File: src/rtl/jt900h_mul_if.sv
// jt900h_mul_if: operand/control bundle between the ALU sequencer
// and the shift-and-add multiplier.
interface jt900h_mul_if;
    logic        cen;
    logic [15:0] op0;
    logic [15:0] op1;
    logic        len;
    logic        sgn;
    logic        start;
    logic [31:0] prod;
    logic        busy;

    modport master (
        output cen, op0, op1, len, sgn, start,
        input  prod, busy
    );

    modport slave (
        input  cen, op0, op1, len, sgn, start,
        output prod, busy
    );
endinterface

File: src/rtl/jt900h_mul.sv
// jt900h_mul: iterative 8x8/16x16 signed/unsigned multiplier,
// one product bit per enabled clock.
module jt900h_mul (
    input  logic           rst,
    input  logic           clk,
    jt900h_mul_if.slave    bus
);
    logic [31:0] acc;
    logic [31:0] mcand;
    logic [15:0] mult;
    logic [3:0]  st;
    logic        neg;
    logic        len_r;
    logic        sgn_r;

    logic [15:0] ext_a, ext_b;
    logic [15:0] mag_a, mag_b;
    logic        msb_a, msb_b;
    logic [31:0] fin, res;

    // Operands sign-extended first so byte magnitudes come out right
    always_comb begin
        ext_a = bus.len ? bus.op0 : {{8{bus.op0[7]}}, bus.op0[7:0]};
        ext_b = bus.len ? bus.op1 : {{8{bus.op1[7]}}, bus.op1[7:0]};
        msb_a = bus.len ? bus.op0[15] : bus.op0[7];
        msb_b = bus.len ? bus.op1[15] : bus.op1[7];
        mag_a = bus.len ? bus.op0 : {8'h00, bus.op0[7:0]};
        mag_b = bus.len ? bus.op1 : {8'h00, bus.op1[7:0]};
        if (bus.sgn && msb_a) mag_a = -ext_a;
        if (bus.sgn && msb_b) mag_b = -ext_b;
    end

    always_comb begin
        fin = acc + (mult[0] ? mcand : 32'd0);
        res = neg ? -fin : fin;
    end

    always_ff @(posedge clk or posedge rst) begin
        if (rst) begin
            acc      <= 32'd0;
            mcand    <= 32'd0;
            mult     <= 16'd0;
            st       <= 4'd0;
            neg      <= 1'b0;
            len_r    <= 1'b0;
            sgn_r    <= 1'b0;
            bus.busy <= 1'b0;
            bus.prod <= 32'd0;
        end else if (bus.cen) begin
            if (bus.start) begin
                bus.busy <= 1'b1;
                bus.prod <= 32'd0;
                acc      <= 32'd0;
                mcand    <= {16'h0000, mag_a};
                mult     <= mag_b;
                neg      <= bus.sgn & (msb_a ^ msb_b);
                st       <= bus.len ? 4'd0 : 4'd8;
                len_r    <= bus.len;
                sgn_r    <= bus.sgn;
            end else if (bus.busy) begin
                acc   <= fin;
                mcand <= mcand << 1;
                mult  <= mult >> 1;
                st    <= st + 4'd1;
                if (st == 4'd15) begin
                    bus.busy <= 1'b0;
                    if (len_r)
                        bus.prod <= res;
                    else
                        bus.prod <= {sgn_r ? {16{res[15]}} : 16'h0000,
                                     res[15:0]};
                end
            end
        end
    end
endmodule
File: src/flat_wrapper.sv
// flat-port wrapper written by rule: the top's interface ports become plain ports
module jt900h_mul_flat 
  (rst, clk, bus_cen, bus_op0, bus_op1, bus_len, bus_sgn, bus_start, bus_prod, bus_busy);
  jt900h_mul_if bus_i ();
  input  logic rst;
  input  logic clk;
  input wire logic [$bits(bus_i.cen)-1:0] bus_cen;
  input wire logic [$bits(bus_i.op0)-1:0] bus_op0;
  input wire logic [$bits(bus_i.op1)-1:0] bus_op1;
  input wire logic [$bits(bus_i.len)-1:0] bus_len;
  input wire logic [$bits(bus_i.sgn)-1:0] bus_sgn;
  input wire logic [$bits(bus_i.start)-1:0] bus_start;
  output wire logic [$bits(bus_i.prod)-1:0] bus_prod;
  output wire logic [$bits(bus_i.busy)-1:0] bus_busy;
  assign bus_i.cen = bus_cen;
  assign bus_i.op0 = bus_op0;
  assign bus_i.op1 = bus_op1;
  assign bus_i.len = bus_len;
  assign bus_i.sgn = bus_sgn;
  assign bus_i.start = bus_start;
  assign bus_prod = bus_i.prod;
  assign bus_busy = bus_i.busy;
  jt900h_mul u_core (.rst(rst), .clk(clk), .bus(bus_i));
endmodule
File: config.mk
export PLATFORM = sky130hd
export DESIGN_NAME = jt900h_mul_flat
export DESIGN_NICKNAME = d
export VERILOG_FILES = /design/src/rtl/jt900h_mul_if.sv /design/src/rtl/jt900h_mul.sv /design/src/flat_wrapper.sv
export SDC_FILE = /design/constraint.sdc
export NUM_CORES = 1
export LEC_CHECK = 0
export ABC_AREA = 1
export BUFFER_PORTS_ARGS = -buffer_cell sky130_fd_sc_hd__buf_2
export CAP_MARGIN = 5
export CELL_PAD_IN_SITES_DETAIL_PLACEMENT = 1
export CELL_PAD_IN_SITES_GLOBAL_PLACEMENT = 1
export CORE_MARGIN = 5
export CORE_UTILIZATION = 48
export CTS_BUF_LIST = sky130_fd_sc_hd__clkbuf_8
export DETAILED_ROUTE_END_ITERATION = 10
export GPL_TIMING_DRIVEN = 0
export PLACE_DENSITY_LB_ADDON = 0.05
export SKIP_LAST_GASP = 1
export SYNTH_ARGS = -nofsm -noshare
export SYNTH_HDL_FRONTEND = slang
export SYNTH_SLANG_ARGS = --single-unit
File: constraint.sdc
create_clock -name clk -period 6.4 [get_ports clk]
set_clock_uncertainty 0.1 [all_clocks]
set_input_delay 1.28 -clock clk [delete_from_list [all_inputs] [get_ports clk]]
set_output_delay 1.28 -clock clk [all_outputs]
set_load 0.05 [all_outputs]
# [After elaboration in Yosys (flattened, before gate mapping)]
# Cells that the tools add are included.
[totals] reg_bits=120 in_bits=38 out_inout_bits=33 elab_cells=51
[op_classes] addsub=5 eq_ne=1 n_mux=27 bitwise=2 n_reduce_logical=7
[ops] cell="$mux W32" n=10
[ops] cell="$mux W16" n=9
[ops] cell="$add A32 B32 Y32" n=1
[ops] cell="$neg A16 Y16" n=2
[ops] cell="$neg A32 Y32" n=1
[ops] cell="$mux W4" n=3
[ops] cell="$mux W1" n=5
[ops] cell="$add A4 B1 Y4 const B" n=1
[ops] cell="$eq A4 B4 Y1 const B" n=1
[ops] cell="$reduce_and A2 Y1" n=2
[ops] cell="$reduce_bool A2 Y1" n=2
[ops] cell="$reduce_and A3 Y1" n=1
[ops] cell="$logic_and A1 B1 Y1" n=2
[ops] cell="$and A1 B1 Y1" n=1
[ops] cell="$xor A1 B1 Y1" n=1

# [Depth between registers and ports, before layout]
[depth] depth_word=9 mapped_depth=26 depth_no_buf=24

# [Least setup slack after synthesis]
# Ideal clock, no wire load.
[synth_timing] path_type="register to register" from="register u_core.mult[0]" to="register u_core.bus.prod[26]" setup_time_ns=0.118 arrival_ns=2.958 required_ns=6.182 path_slack_ns=3.224 stages_incl_launch_ff=22 n_path_buf=2 synth_period_minus_slack_ns=3.176 cell_sequence="dfrtp_1 clkbuf_1 clkbuf_1 nand2_1 inv_1 ha_1 fa_1 inv_1 ha_1 inv_1 nor2_1 nand3_1 nor2_1 nand3_1 nor2_2 nand2_1 nor2_2 nand3_1 nand3_1 nand3_1 nand2_1 nand2_1"
[synth_via] elab_chain_cells=9
[synth_rtl] element="start, declared" line_no="jt900h_mul.sv:10" source="logic [15:0] mult;"
[synth_rtl] element="start signal, assigned" line_no="jt900h_mul.sv:55" source="mult <= mag_b;"
[synth_rtl] element="start signal, assigned" line_no="jt900h_mul.sv:63" source="mult <= mult >> 1;"
[synth_rtl] element="$mux W32 *" line_no="jt900h_mul.sv:34" source="fin = acc + (mult[0] ? mcand : 32'd0);"
[synth_rtl] element="$add A32 B32 Y32 *" line_no="jt900h_mul.sv:34"
[synth_rtl] element="$neg A32 Y32" line_no="jt900h_mul.sv:35" source="res = neg ? -fin : fin;"
[synth_rtl] element="$mux W32 *" line_no="jt900h_mul.sv:35"
[synth_rtl] element="$mux W16" line_no="jt900h_mul.sv:70" source="bus.prod <= {sgn_r ? {16{res[15]}} : 16'h0000,"
[synth_rtl] element="$mux W32 *" line_no="jt900h_mul.sv:67" source="if (len_r)"
[synth_rtl] element="$mux W32 *" line_no="jt900h_mul.sv:65" source="if (st == 4'd15) begin"
[synth_rtl] element="$mux W32 *" line_no="jt900h_mul.sv:60" source="end else if (bus.busy) begin"
[synth_rtl] element="$mux W32 *" line_no="jt900h_mul.sv:50" source="if (bus.start) begin"
[synth_rtl] element="end signal, assigned" line_no="jt900h_mul.sv:68" source="bus.prod <= res;"
[synth_rtl] element="end signal, assigned" line_no="jt900h_mul.sv:70"
[synth_rtl] element="end, declared" line_no="jt900h_mul_if.sv:20" source="output prod, busy"
# Every way passes the cells marked *; elsewhere a longest branch is shown, timed or not. The select of a mux whose other input is x is not followed.
# A chain may end at the register's enable or synchronous reset.

# [Worst setup path after layout]
[layout_timing] from="register u_core.mult[0]" to="register u_core.bus.prod[31]"
# The elaborated chain is that of the path after synthesis.

==> metrics.txt <==
FMAX 223 MHz; detailed-route via count 10.1k; Hold Path Class reg2reg; R2R cell count 23; status finished, final reports clean; Top cell by count, worst path nand2_1; critical path launch point type flip-flop; Congestion Overflow GR 0; Pre-Repair DR Iteration Count 5; DRC errors left 0; Leakage 6.08 nW; 1st-iter DRT viols between 500 and 600; post-route clock period utilization roughly 70%; IO buf count a little under 70; top cell type's share of synthesized area a little under a third; WP data arrival ~4.7 ns; Core Region approximately 19000 um^2; dpl hpwl between 20000 and 30000 um; Root Buffer clkbuf_8; Global Route Usage Sum 30.5%; Synth Area in XOR/XNOR under 10%; slowest CP cell clkbuf_1; width of the die between 150 and 200 um; synthesized flop and latch total 120; PD cells ~220 nW/um^2; Async SR Flop Fraction 100%; CP required 6.65 ns; mux cell area share after synthesis 0%; maximum vdd ir drop between 0.1 and 0.15 mV; synth warn 0; largest net degree at the start of global routing ~80; vias in the first global route 10.7k; RSZ-0062 raised after global routing no; die height roughly 150 um; number of setup buffers added after CTS 0; Placer Congestion 0.894; Synth cell types 40; hold depth 2; Final Cell Area 10500 um^2; Design Power around 2.3 mW; placed cell area roughly 10000 um^2; critical-path cell list clkbuf_1 -> clkbuf_1 -> nand2_1 -> inv_1 -> ha_1 -> fa_1 -> nand2_2 -> a21oi_4 -> nand2_2 -> nand2_2 -> nand2_1 -> nand2_2 -> nand2_2 -> nor2_4 -> nand3_2 -> nor2_2 -> nand3_1 -> nand2_1 -> nand2_1 -> nand2_1 -> nand3_1 -> nand2_1 -> nand2_1; initial antenna violation count 1; Period minus WS final approximately 4.5 ns; CTS resizes 0; Area contributors post-synth dfrtp_1, nand2_1, inv_1, o21ai_0, nand3_1; synth cell count leaders nand2_1, inv_1, o21ai_0; Via density about 5.3; Worst-Skew Late Latency 0.46 ns; largest family of logic cells by synthesized area simple AND/OR/NAND/NOR gates; ys flop type dfrtp_1; initial core utilization between 40% and 50%; Max FO, Critical Path 10; Num CTS Buffers 17; Min Hold Slack around 0.38 ns; Setup TNS Final 0 ns; Synth Area in Adders slightly below 5%; clock buffer depth 2; cells after synthesis 1529; Post-synth EDFFs 0; Core Rows 51; TritonCTS clock tree done; Post-CTS Hold Fix Bufs 0; dpl ws approximately 2.1 ns; antenna-violating nets left 0; htree depth 4; final-report hold violation count 0; max capacitance violation total 0; Slew Limit Headroom 51.6%; CP Capture Type flip-flop; Worst Setup Path Type reg2reg; die area 22500 um^2; max-slew violations 0; simple-gate portion of the synthesized area between 30 and 40%; syn avg cell area just over 6 um^2; synthesized area about 9400 um^2; PnR worst setup slack about 1.9 ns; wirelength, routed between 30000 and 40000 um; Area growth, synth to finish 11.7%; area fraction in compound gates after synthesis about an eighth; Sink Count 120; Ant. Diodes 0; area leader, netlist dfrtp_1; Top-Level Pins between 70 and 80; cell with the most instances after synthesis nand2_1; # nets final between 1.5k and 2k; WL/cell 17.6 um; Syn Nets about 1.6k; Clk pin slew, worst setup/hold paths approximately 0.09 ns; Setup Viol. Count Final 0; share of post-route cells with drive strength above 1 under 10%; worst slew pin tran 0.726 ns; first-pass GRT wire length about 54000 um; CP max stage delay around 0.48 ns; sequential area share after synthesis about a third
==> cells by family (layout without fill, tap and decap cells) <==
group                    after synthesis  after routing
XOR/XNOR                              17             17
AO/OA/AOI/OAI                        204            204
adder cells (fa/ha/maj)               36             36
AND/OR/NAND/NOR                      858            858
buffers and inverters                294            396
flip-flops                           120            120
==> metal layers <==
layer	GRT usage [%]	up-vias	part of all wire (%)
met5	0	-	0.021
met4	9.10	2	2.5
met3	4.70	52	4.0
met2	53.4	209	49
met1	38.8	4871	45
li1	-	4991	-
==> state kept, by name (all words and copies together) (netlist names) <==
register         flops
u_core.acc          32
u_core.bus.prod     32
u_core.mcand        32
u_core.mult         16
u_core.st            4
u_core.bus.busy      1
u_core.len_r         1
u_core.neg           1
u_core.sgn_r         1
==> area by class of cell <==
type / instances / area [um^2]
buffer: 43 / 171
clock buffer: 19 / 262
clock inverter: 13 / 133
fill: 2835 / 8870
inverter: 251 / 947
multi-input combinational: 1115 / 5310
sequential: 120 / 3000
tap: 265 / 332
timing repair buffer: 70 / 373
==> worst max-delay path: cells and delay by family (launching register included) <==
family	cells	cell delay (ns)
buffers and inverters	3	0.96
adders and majority gates	2	0.67
DFF	1	0.33
and+or+nand+nor	17	2.01
AOI/OAI and AO/OA	1	0.30
==> cell usage in the layout (no fill, tap or decap), types with 2 or more instances in the layout <==
master,instances
clkbuf_1,36
o211ai_1,5
o22ai_1,16
a32o_1,5
buf_1,4
inv_6,8
xor2_1,16
nand3b_1,4
clkinv_4,2
nand2_1,580
inv_2,6
o221ai_1,3
ha_1,35
a31oi_1,3
a22o_1,3
nand3_1,115
clkbuf_8,19
nor2_2,11
nor2_1,94
dfrtp_1,120
nand3_2,5
a21oi_1,41
o21ai_0,121
nor3_1,16
buf_2,71
inv_1,243
nand2_2,18
nand4_1,11
==> stage by stage <==
step	instances	util, %
final	1896	54.3
after floorplan	1529	-
after CTS	1896	54.3
after global placement	1863	52.1
after detailed placement	1864	52.2
after global routing	1896	54.3
==> where the power goes <==
part	switching (mW)	internal, mW
clock network	0.372	0.339
logic	0.536	0.215
registers	0.0391	0.815
==> worst paths after layout <==
kind                                           from                  end  slack, ns
worst max-delay path                 u_core.mult[0]  u_core.bus.prod[31]       1.91
min in group asynchronous                       rst     u_core.mcand[30]       0.73
worst max register to register       u_core.mult[0]  u_core.bus.prod[31]       1.91
max in group asynchronous                       rst   u_core.bus.prod[4]       4.70
worst min register to register  u_core.bus.prod[31]  u_core.bus.prod[31]       0.38
worst min-delay path            u_core.bus.prod[31]  u_core.bus.prod[31]       0.38
Power figures use the tool's default switching activity.
